`config.mk`:
```
export PLATFORM = sky130hd
export DESIGN_NAME = mul_div_unit
export DESIGN_NICKNAME = d
export VERILOG_FILES = /design/src/rtl/mul_div_pkg.sv /design/src/rtl/div_restore_step.sv /design/src/rtl/mul_div_unit.sv
export SDC_FILE = /design/constraint.sdc
export NUM_CORES = 1
export LEC_CHECK = 0
export CAP_MARGIN = 20
export CORE_MARGIN = 1
export CORE_UTILIZATION = 60
export CTS_BUF_LIST = sky130_fd_sc_hd__clkbuf_8
export DETAILED_ROUTE_END_ITERATION = 8
export HOLD_SLACK_MARGIN = 0.12
export PLACE_DENSITY = 0.84
export SYNTH_ARGS = -nofsm -noshare
export SYNTH_HDL_FRONTEND = slang
export SYNTH_HIERARCHICAL = 1
export SYNTH_SLANG_ARGS = --single-unit
```
`constraint.sdc`:
```
create_clock -name clk -period 5.7 [get_ports clk]
set_input_delay 0.855 -clock clk [delete_from_list [all_inputs] [get_ports clk]]
set_output_delay 0.855 -clock clk [all_outputs]
set_load 0.05 [all_outputs]
```
`src/rtl/mul_div_pkg.sv`:
```
// rtl/mul_div_pkg.sv - shared op and state encodings for the iterative mul/div unit
package mul_div_pkg;

  typedef enum logic [1:0] {
    OP_MULT  = 2'b00,
    OP_MULTU = 2'b01,
    OP_DIV   = 2'b10,
    OP_DIVU  = 2'b11
  } op_e;

  typedef enum logic [1:0] {
    IDLE = 2'b00,
    CALC = 2'b01,
    DONE = 2'b10
  } state_e;

  // Magnitude of a 32-bit operand, treating it as signed only when requested.
  function automatic logic [31:0] mag32(input logic [31:0] v, input logic is_signed);
    return (is_signed && v[31]) ? -v : v;
  endfunction

endpackage

```
`src/rtl/div_restore_step.sv`:
```
// rtl/div_restore_step.sv - one combinational restoring-division step on unsigned magnitudes
module div_restore_step (
  input  logic [31:0] rem_i,
  input  logic [31:0] quo_i,
  input  logic [31:0] divisor_i,
  output logic [31:0] rem_o,
  output logic [31:0] quo_o
);

  logic [32:0] shifted;
  logic        fits;

  // The partial remainder is always below the divisor, so the 33-bit shifted value
  // only ever needs 32 bits once the trial subtraction has been resolved.
  always_comb begin
    shifted = {rem_i, quo_i[31]};
    fits    = (shifted >= {1'b0, divisor_i});
    rem_o   = fits ? 32'(shifted - {1'b0, divisor_i}) : shifted[31:0];
    quo_o   = {quo_i[30:0], fits};
  end

endmodule

```
`src/rtl/mul_div_unit.sv`:
```
// rtl/mul_div_unit.sv - iterative 32-cycle MULT/MULTU/DIV/DIVU unit writing HI/LO
module mul_div_unit
  import mul_div_pkg::*;
#(
  parameter int unsigned ITERS = 32
) (
  input  logic        clk,
  input  logic        rst,
  input  logic        start,
  input  logic [1:0]  op,
  input  logic [31:0] src_a,
  input  logic [31:0] src_b,
  input  logic        cancel,
  output logic        busy,
  output logic [31:0] HI_in,
  output logic [31:0] LO_in,
  output logic [1:0]  HILO_Write
);

  localparam int unsigned      CNT_W = $clog2(ITERS);
  localparam logic [CNT_W-1:0] LAST  = CNT_W'(ITERS - 1);

  state_e           state_q, state_d;
  logic [CNT_W-1:0] cnt_q, cnt_d;
  op_e              op_q, op_d;
  logic             neg_q, neg_d;
  logic             neg_rem_q, neg_rem_d;
  logic             div0_q, div0_d;
  logic [31:0]      mcand_q, mcand_d;
  logic [31:0]      acc_hi_q, acc_hi_d;
  logic [31:0]      acc_lo_q, acc_lo_d;
  logic [31:0]      hi_q, hi_d;
  logic [31:0]      lo_q, lo_d;

  logic             signed_op;
  logic [32:0]      mul_sum;
  logic [31:0]      div_rem, div_quo;
  logic [31:0]      step_hi, step_lo;
  logic [63:0]      prod_fix;
  logic [31:0]      quo_fix, rem_fix;

  div_restore_step u_div_step (
    .rem_i     (acc_hi_q),
    .quo_i     (acc_lo_q),
    .divisor_i (mcand_q),
    .rem_o     (div_rem),
    .quo_o     (div_quo)
  );

  // Datapath: {acc_hi, acc_lo} is the shifting product or the remainder/quotient pair.
  always_comb begin
    signed_op = (op == OP_MULT) || (op == OP_DIV);
    mul_sum   = {1'b0, acc_hi_q} + (acc_lo_q[0] ? {1'b0, mcand_q} : 33'd0);
    step_hi   = op_q[1] ? div_rem : mul_sum[32:1];
    step_lo   = op_q[1] ? div_quo : {mul_sum[0], acc_lo_q[31:1]};
    prod_fix  = neg_q ? -{step_hi, step_lo} : {step_hi, step_lo};
    quo_fix   = div0_q ? 32'hFFFF_FFFF : (neg_q ? -step_lo : step_lo);
    rem_fix   = neg_rem_q ? -step_hi : step_hi;
  end

  always_comb begin
    state_d   = state_q;
    cnt_d     = cnt_q;
    op_d      = op_q;
    neg_d     = neg_q;
    neg_rem_d = neg_rem_q;
    div0_d    = div0_q;
    mcand_d   = mcand_q;
    acc_hi_d  = acc_hi_q;
    acc_lo_d  = acc_lo_q;
    hi_d      = hi_q;
    lo_d      = lo_q;
    case (state_q)
      IDLE, DONE: begin
        if (cancel || !start) begin
          state_d = IDLE;
        end else begin
          state_d   = CALC;
          cnt_d     = '0;
          op_d      = op_e'(op);
          neg_d     = signed_op && (src_a[31] ^ src_b[31]);
          neg_rem_d = (op == OP_DIV) && src_a[31];
          div0_d    = (src_b == 32'd0);
          mcand_d   = mag32(src_b, signed_op);
          acc_hi_d  = '0;
          acc_lo_d  = mag32(src_a, signed_op);
        end
      end
      CALC: begin
        if (cancel) begin
          state_d = IDLE;
        end else begin
          acc_hi_d = step_hi;
          acc_lo_d = step_lo;
          cnt_d    = cnt_q + 1'b1;
          if (cnt_q == LAST) begin
            state_d = DONE;
            hi_d    = op_q[1] ? rem_fix : prod_fix[63:32];
            lo_d    = op_q[1] ? quo_fix : prod_fix[31:0];
          end
        end
      end
      default: state_d = IDLE;
    endcase
  end

  always_ff @(posedge clk) begin
    if (rst) begin
      state_q   <= IDLE;
      cnt_q     <= '0;
      op_q      <= OP_MULT;
      neg_q     <= 1'b0;
      neg_rem_q <= 1'b0;
      div0_q    <= 1'b0;
      mcand_q   <= '0;
      acc_hi_q  <= '0;
      acc_lo_q  <= '0;
      hi_q      <= '0;
      lo_q      <= '0;
    end else begin
      state_q   <= state_d;
      cnt_q     <= cnt_d;
      op_q      <= op_d;
      neg_q     <= neg_d;
      neg_rem_q <= neg_rem_d;
      div0_q    <= div0_d;
      mcand_q   <= mcand_d;
      acc_hi_q  <= acc_hi_d;
      acc_lo_q  <= acc_lo_d;
      hi_q      <= hi_d;
      lo_q      <= lo_d;
    end
  end

  // A cancel arriving in the DONE cycle must still squash the write.
  always_comb begin
    busy       = (state_q == CALC);
    HILO_Write = ((state_q == DONE) && !cancel) ? 2'b11 : 2'b00;
    HI_in      = hi_q;
    LO_in      = lo_q;
  end

endmodule
```
==> parameters.txt, run 1 <==
Parameter                              Value

STA
  Relative slew margins ... 0.260
  Worst Clk Skew ... 0.0221 ns
  Highest attainable clock frequency ... 184 MHz
  Pins over their slew limit ... 0
  Minimum setup slack in the final design ... 0.261 ns
  Final setup viols ... 0
  Final-report hold violation count ... 0
  Final critical-path share of the clock period ... 0.954
  TNS Setup ... 0 ns
  Post-layout min period ... 5.44 ns
  Setup repair after global routing missed its margin ... true
  Pin slew with the least headroom to its limit ... 1.11 ns

Floorplanning
  Total Die Area ... 0.0251 sq mm
  Area of the core ... 0.0238 sq mm
  Height of the chip ... 159 um
  I/O Pins ... 137
  Effective utilization at floorplan ... 0.619
  # rows ... 56
  Width of the die ... 159 um

Routing
  Total Wirelength ... 50700 um
  Number of routed nets with antenna violations ... 0
  Final routed wire length divided by cell count ... 21.5 um
  Vias per std cell ... 6.57
  Number of DRC markers after the initial detailed-route iteration ... 2157
  DRT Pass-1 Iters ... 6
  Vias after detailed routing ... 15500
  Number of DRC violations after detailed routing ... 0

GRT
  Antenna violations before repair ... 1
  Gr ovfl total ... 0
  First-pass GRT wire length ... 77200 um
  Number of global-route vias before repair ... 13800
  Total routing resource utilization after global routing ... 0.402
  Pin count of the biggest net entering global routing ... 93

Clock network
  Number of buffers between clock root and the deepest sink ... 2
  H-tree depth ... 4
  Cell at the root of the clock tree ... clkbuf_8
  Post-CTS Hold Fix Bufs ... 0
  TritonCTS clock tree ... yes
  Insertion delay to the later sink of the worst-skew pair ... 0.49 ns
  Clock Sinks ... 171
  Clk pin slew, worst setup/hold paths ... 0.11 ns
  Post-CTS setup buffer count ... 0
  Clock buffer count from CTS ... 17

Synth
  Yosys warns ... 6
  Syn Area/Cell ... 7.41 sq um
  Post-synthesis instance total ... 1984
  Most frequently used cell type in the post-synthesis netlist ... nor2_1
  Count of different cell masters after synthesis ... 87
  Count of flip-flops with a built-in enable after synthesis ... 0
  Area share of the largest cell type after synthesis ... 0.233
  Sequential cell area fraction in the yosys report ... 0.233
  Syn_nets ... 2126
  Biggest area consumer among synthesized cells ... dfxtp_1
  Synth Register Bits ... 171
  Cell area after synthesis ... 0.0147 sq mm
  Commonest cells in the synthesized netlist ... 246 x nor2_1, 205 x nand2_1, 171 x dfxtp_1
  Primary FF master, synth ... dfxtp_1
  Proportion of register bits with asynchronous set or reset after synthesis ... 0
  Main area contributors after synthesis ... dfxtp_1 23%, nor2_1 6.3%, ha_1 6.0%

Critical path
  Peak fanout along the critical path ... 18
  Arrival time at the worst endpoint ... 5.84 ns
  Gate family responsible for the most delay along the worst path ... simple AND/OR/NAND/NOR gates
  Critical R2R Launch ... mcand_q[11]
  WS Path Type ... flop to flop
  Endpoint type of the worst setup path ... flop
  Ordered list of cells on the worst path ... inv_1 -> ha_1 -> nand4_1 -> nor3_1 -> o211ai_1 -> nor4b_4 -> o21ai_2 -> a31oi_4 -> o21a_4 -> inv_2 -> buf_4 -> mux2_2 -> o21ai_0 -> o21ai_0 -> nor2_1 -> nand2_1 -> nor3_1 -> nand2_1 -> or4_1 -> a311oi_1
  Slowest-stage cell, CP ... or4_1
  Worst setup startpoint ... mcand_q[11]
  CP max stage delay ... 0.53 ns
  Buffer and inverter count on the worst path ... 3
  Critical path startpoint category ... flop
  CP required ... 6.10 ns

Min path
  Worst min path class ... flop to flop
  Startpoint of the worst hold path ... HI_in[19]

Run
  Max Cap Violations ... 0

Placement
  Placed wire-length estimate ... 39100 um
  Cell area reported after detailed placement ... 0.0161 sq mm
  Dpl ws ... 0.397 ns
  Port-buffer cells ... 136
  Placer's final routability congestion estimate ... 1.00

Power and ir drop
  Lkg Pwr ... 6.28 nW
  Design internal power ... 1.96 mW
  Total power after layout ... 3.07 mW
  Portion of total power attributed to the clock network ... 0.316
  Maximum VDD drop ... 0.129 mV
  Switching power of the nets ... 1.11 mW
  Power Density ... 186 mW/mm^2
  Share of total power in sequential cells ... 0.417
  Combinational power share ... 0.267
  Switching Fraction ... 0.360

Status
  Status ... finished, final reports clean

Cells and area
  Final design instance area without fill ... 0.0165 sq mm
  Layout cell share with drive strength beyond 1 ... 0.0773
  Synth-to-Final Area Change ... 12.2%
  Antenna Diode Count ... 0
  Final-layout fill cell count ... 2021
  Final-stage net count ... 2173
-- layout by cell type (no fill, tap or decap), drive strengths merged, types with 18 or more instances in the layout --
master,n
a211oi,85
a21o,21
a21oi,165
a22oi,29
and2,48
buf,43
clkbuf,18
clkdlybuf4s50,135
dfxtp,171
ha,70
inv,76
mux2,39
mux2i,33
nand2,205
nand3,19
nand4,25
nor2,246
nor3,49
nor4,24
o211ai,38
o21ai,100
o31ai,26
or3,21
xnor2,89
xor2,62
-- cell type report --
class / count / area, sq um / share of cell area
tap: 319 / 399 / 0.0242
sequential: 171 / 3430 / 0.208
clock buffer: 18 / 248 / 0.0150
clock inverter: 14 / 171 / 0.0104
inverter: 66 / 248 / 0.0150
multi-input combinational: 1597 / 10300 / 0.626
timing repair buffer: 178 / 1670 / 0.101
-- per-stage QoR --
step | hold WS [ns] | utilization | std cells
floorplan | 0.432 | - | 1984
global placement | 0.437 | 0.677 | 2331
detailed placement | 0.449 | 0.677 | 2331
CTS | 0.460 | 0.695 | 2363
global route | 0.482 | 0.695 | 2363
finish | 0.456 | 0.695 | 2363
-- final timing paths --
kind / depth (start not counted) / slack, ns / to
worst max register to register: 20 / 0.26 / HI_in[31]
worst max-delay path: 20 / 0.26 / HI_in[31]
worst min-delay path: 2 / 0.46 / HI_in[19]
worst min register to register: 2 / 0.46 / HI_in[19]
-- worst reg2reg max path: stages (launching register included) --
cell      delay (ns)
dfxtp_1         0.37
inv_1           0.05
ha_1            0.41
nand4_1         0.22
nor3_1          0.33
o211ai_1        0.17
nor4b_4         0.18
o21ai_2         0.17
a31oi_4         0.13
o21a_4          0.27
inv_2           0.33
buf_4           0.35
mux2_2          0.38
o21ai_0         0.19
o21ai_0         0.20
nor2_1          0.21
nand2_1         0.12
nor3_1          0.31
nand2_1         0.17
or4_1           0.53
a311oi_1        0.25
-- flip-flops by register name, indices dropped and copies added, names as in the netlist --
name / count
op_q: 1
div0_q: 1
LO_in: 32
cnt_q: 5
neg_rem_q: 1
HI_in: 32
acc_lo_q: 32
acc_hi_q: 32
mcand_q: 32
state_q: 2
neg_q: 1
-- cell families after synthesis --
kind of cell    after synthesis  share of synthesized area
compound gates              577                      0.261
xor+xnor                    151                     0.0904
fa+ha+maj                    72                     0.0623
buf+inv                     216                     0.0659
flops                       171                      0.233
mux                          72                     0.0546
simple gates                725                      0.233
-- metal layers --
metal | share of wire | track usage | vias up
met1 | 0.45 | 0.592 | 7309
met2 | 0.42 | 0.590 | 905
met3 | 0.11 | 0.0808 | 79
li1 | - | - | 7227
met4 | 0.022 | 0.104 | 2
met5 | 0.00022 | 0 | -
-- power by group through the flow --
stage	sequential, mW	combinational [mW]	clock, mW
floorplan	1.28	0.568	0
global placement	1.30	0.778	0
detailed placement	1.31	0.787	0
CTS	1.28	0.793	0.971
global route	1.28	0.875	1.01
finish	1.28	0.820	0.969
-- repair_timing --
action / CTS / global route
setup endpoints to repair: 0 / 2
hold endpoints to repair: 0 / 0
resized for setup: 0 / 1
Note: power is estimated with default switching activity, not from simulation.
==> run 2: changes to the inputs <==
--- a/config.mk
+++ b/config.mk
@@ -14,5 +14,4 @@
 export PLACE_DENSITY = 0.84
 export SYNTH_ARGS = -nofsm -noshare
 export SYNTH_HDL_FRONTEND = slang
-export SYNTH_HIERARCHICAL = 1
 export SYNTH_SLANG_ARGS = --single-unit
==> parameters.txt, run 2 <==
Parameter                              Value

Clock network
  Clock buffer count from CTS ... 17 (unchanged)
  Clk pin slew, worst setup/hold paths ... 0.11 ns (about the same)
  Number of buffers between clock root and the deepest sink ... 2 (unchanged)
  Cell at the root of the clock tree ... clkbuf_8 (unchanged)
  Clock Sinks ... 171 (unchanged)
  Post-CTS Hold Fix Bufs ... 0 (unchanged)
  TritonCTS clock tree ... yes (unchanged)
  H-tree depth ... 4 (unchanged)
  Insertion delay to the later sink of the worst-skew pair ... 0.51 ns (was 0.49 ns)

Floorplanning
  Effective utilization at floorplan ... 0.615 (was 0.619)
  Height of the chip ... 158 um (was 159 um)
  I/O Pins ... 137 (unchanged)
  Area of the core ... 0.0236 sq mm (was 0.0238 sq mm)
  Total Die Area ... 0.0248 sq mm (was 0.0251 sq mm)
  Width of the die ... 158 um (was 159 um)
  # rows ... 56 (unchanged)

STA
  Final setup viols ... 0 (unchanged)
  Post-layout min period ... 5.30 ns (was 5.44 ns)
  Pins over their slew limit ... 0 (unchanged)
  Relative slew margins ... 0.183 (was 0.260)
  Highest attainable clock frequency ... 189 MHz (was 184 MHz)
  Pin slew with the least headroom to its limit ... 1.21 ns (was 1.11 ns)
  Smallest hold slack ... 0.468 ns (was 0.456 ns)
  Final-report hold violation count ... 0 (unchanged)
  TNS Setup ... 0 ns (unchanged)
  Setup repair after global routing missed its margin ... false (was true)
  Final critical-path share of the clock period ... 0.929 (was 0.954)
  Worst Clk Skew ... 0.0232 ns (was 0.0221 ns)

Power and ir drop
  Share of total power in sequential cells ... 0.402 (was 0.417)
  Maximum VDD drop ... 0.155 mV (was 0.129 mV)
  Design internal power ... 1.92 mW (was 1.96 mW)
  Total power after layout ... 3.18 mW (was 3.07 mW)
  Switching power of the nets ... 1.26 mW (was 1.11 mW)
  Switching Fraction ... 0.397 (was 0.360)
  Power Density ... 190 mW/mm^2 (was 186 mW/mm^2)
  Portion of total power attributed to the clock network ... 0.295 (was 0.316)
  Combinational power share ... 0.303 (was 0.267)
  Lkg Pwr ... 6.43 nW (was 6.28 nW)

Critical path
  Critical register-to-register path endpoint ... HI_in[18] (was HI_in[31])
  Peak fanout along the critical path ... 5 (was 18)
  WS Path Type ... flop to flop (unchanged)
  Endpoint type of the worst setup path ... flop (unchanged)
  Slack of the worst reg-to-reg path ... 0.40 ns (was 0.26 ns)
  Path depth of the worst reg2reg path ... 16 (was 20)
  Critical path startpoint category ... flop (unchanged)
  CP required ... 6.10 ns (about the same)
  Critical R2R Launch ... acc_lo_q[31] (was mcand_q[11])
  Worst setup startpoint ... acc_lo_q[31] (was mcand_q[11])
  Arrival time at the worst endpoint ... 5.70 ns (was 5.84 ns)

Cells and area
  Synth-to-Final Area Change ... 15.4% (was 12.2%)
  Final-layout fill cell count ... 2005 (was 2021)
  Commonest non-fill, non-tap cell in the layout ... nor2_1 (unchanged)
  Layout cell share with drive strength beyond 1 ... 0.0685 (was 0.0773)
  Most frequent cells in the layout ... 237 x nor2_1, 230 x nand2_1, 170 x a21oi_1 (was 244 x nor2_1, 205 x nand2_1, 170 x dfxtp_1)
  Final-stage net count ... 2246 (was 2173)
  Final design instance area without fill ... 0.0167 sq mm (was 0.0165 sq mm)

Routing
  Final routed wire length divided by cell count ... 22.3 um (was 21.5 um)
  Vias per std cell ... 6.70 (was 6.57)
  Number of routed nets with antenna violations ... 0 (unchanged)
  Total Wirelength ... 54400 um (was 50700 um)
  Vias after detailed routing ... 16300 (was 15500)
  Number of DRC violations after detailed routing ... 0 (unchanged)
  DRT Pass-1 Iters ... 9 (was 6)
  Number of DRC markers after the initial detailed-route iteration ... 2215 (was 2157)

GRT
  Total routing resource utilization after global routing ... 0.440 (was 0.402)
  Pin count of the biggest net entering global routing ... 70 (was 93)
  First-pass GRT wire length ... 83200 um (was 77200 um)
  Antenna violations before repair ... 1 (unchanged)
  Number of global-route vias before repair ... 14700 (was 13800)
  Gr ovfl total ... 0 (unchanged)

Synth
  Proportion of register bits with asynchronous set or reset after synthesis ... 0 (unchanged)
  Commonest cells in the synthesized netlist ... 239 x nor2_1, 230 x nand2_1, 172 x a21oi_1 (was 246 x nor2_1, 205 x nand2_1, 171 x dfxtp_1)
  Primary FF master, synth ... dfxtp_1 (unchanged)
  Sequential cell area fraction in the yosys report ... 0.236 (was 0.233)
  Yosys warns ... 0 (was 6)
  Main area contributors after synthesis ... dfxtp_1 24%, nor2_1 6.2%, ha_1 6.0% (was dfxtp_1 23%, nor2_1 6.3%, ha_1 6.0%)
  Cell area after synthesis ... 0.0145 sq mm (was 0.0147 sq mm)
  Synth Register Bits ... 171 (unchanged)
  Most frequently used cell type in the post-synthesis netlist ... nor2_1 (unchanged)
  Biggest area consumer among synthesized cells ... dfxtp_1 (unchanged)
  Post-synthesis instance total ... 2004 (was 1984)
  Area share of the largest cell type after synthesis ... 0.236 (was 0.233)
  Syn Area/Cell ... 7.24 sq um (was 7.41 sq um)
  Count of different cell masters after synthesis ... 82 (was 87)
  Count of flip-flops with a built-in enable after synthesis ... 0 (unchanged)
  Syn_nets ... 2146 (was 2126)

Run
  Max Cap Violations ... 0 (unchanged)

Min path
  Worst min path class ... flop to flop (unchanged)
  Startpoint of the worst hold path ... HI_in[20] (was HI_in[19])
  WHS Endpoint ... HI_in[20] (was HI_in[19])
  Instance count along the most critical hold path ... 2 (unchanged)

Placement
  Placed wire-length estimate ... 41500 um (was 39100 um)
  Port-buffer cells ... 136 (unchanged)
  Placer's final routability congestion estimate ... 1.04 (was 1.00)
  Cell area reported after detailed placement ... 0.0163 sq mm (was 0.0161 sq mm)

Status
  Status ... finished, final reports clean (unchanged)
[run 2: changes by cell type in the layout (fill, tap and decap cells not counted), sizes merged, moves of 8 or more]
cell,before,now
mux2,39,11
buf,43,68
nand2,205,230
nand3,19,32
a211oi,85,97
nor3,49,61
o211ai,38,50
o22ai,0,9
a21oi,165,173
o41ai,3,11
xor2,62,70
[run 2: final cells by class]
class | instances | area [sq um] | area share
multi-input cells | 1643 | 10400 | 0.619
flip-flops and latches | 171 | 3430 | 0.205
diodes | 1 | 2.50 | 0.000149
inverters | 68 | 255 | 0.0152
well taps | 319 | 399 | 0.0238
clock inverters | 15 | 175 | 0.0105
clock buffers | 17 | 234 | 0.0140
repair buffers | 203 | 1880 | 0.112
[run 2: power by group through the flow]
stage | registers, mW | logic (mW) | clock network, mW
after floorplan | 1.28 | 0.608 | 0
after global placement | 1.30 | 0.899 | 0
after detailed placement | 1.30 | 0.909 | 0
after CTS | 1.27 | 0.914 | 0.930
after global routing | 1.28 | 1.03 | 0.974
final | 1.28 | 0.962 | 0.937
[run 2: cells by family (layout without fill, tap and decap cells)]
| family | count (synthesis) | after routing | synth area share |
|---|---|---|---|
| adders and majority gates | 72 | 72 | 0.0631 |
| muxes | 46 | 46 | 0.0327 |
| buffers and inverters | 190 | 303 | 0.0519 |
| xor gates and xnor gates | 153 | 153 | 0.0923 |
| AOI/OAI and AO/OA | 628 | 628 | 0.286 |
| DFF | 171 | 171 | 0.236 |
| and+or+nand+nor | 744 | 744 | 0.238 |
| other | 0 | 1 | 0 |
[run 2: per-layer routing]
layer  vias to the layer above  track usage  wire length (um)  share of wire
met3                       215        0.119              6720           0.12
li1                       7488            -                 -              -
met1                      7547        0.599             22600           0.42
met2                      1086        0.641             22300           0.41
met5                         -            0                 0              0
met4                         0        0.204              2780          0.051
[run 2: what timing repair did]
action                                  4_1_cts  5_1_grt
endpoints found under the setup margin        0       10
endpoints found under the hold margin         0        0
resized for setup                             0        5
buffers inserted                              0        1
[run 2: per-stage QoR]
stage	std cells	utilization	setup WS [ns]
after floorplan	2004	-	0.0153
after global placement	2401	0.689	0.305
after detailed placement	2401	0.689	0.163
after CTS	2433	0.707	0.0975
after global routing	2436	0.709	0.00981
final	2437	0.709	0.402
[run 2: critical path, cell delays in order (launching register included)]
cell      delay [ns]
dfxtp_1         0.42
inv_1           0.09
ha_1            0.19
inv_1           0.08
fa_1            0.24
a211oi_1        0.12
o21ai_0         0.95
a21oi_1         0.20
xnor2_1         0.28
a311oi_1        0.90
nand4b_1        0.29
o41ai_1         0.46
nand2_1         0.16
and2_1          0.20
o31ai_1         0.24
xor2_1          0.10
a211oi_1        0.27
[run 2: worst max-delay path by stage]
stage,endpoint,slack (ns),depth (start not counted)
6_report,HI_in[18],0.40,16
5_1_grt,HI_in[18],0.01,22
4_1_cts,HI_in[18],0.1,21
3_5_place_dp,HI_in[18],0.16,21
3_3_place_gp,HI_in[18],0.30,21
2_1_floorplan,HI_in[18],0.02,25
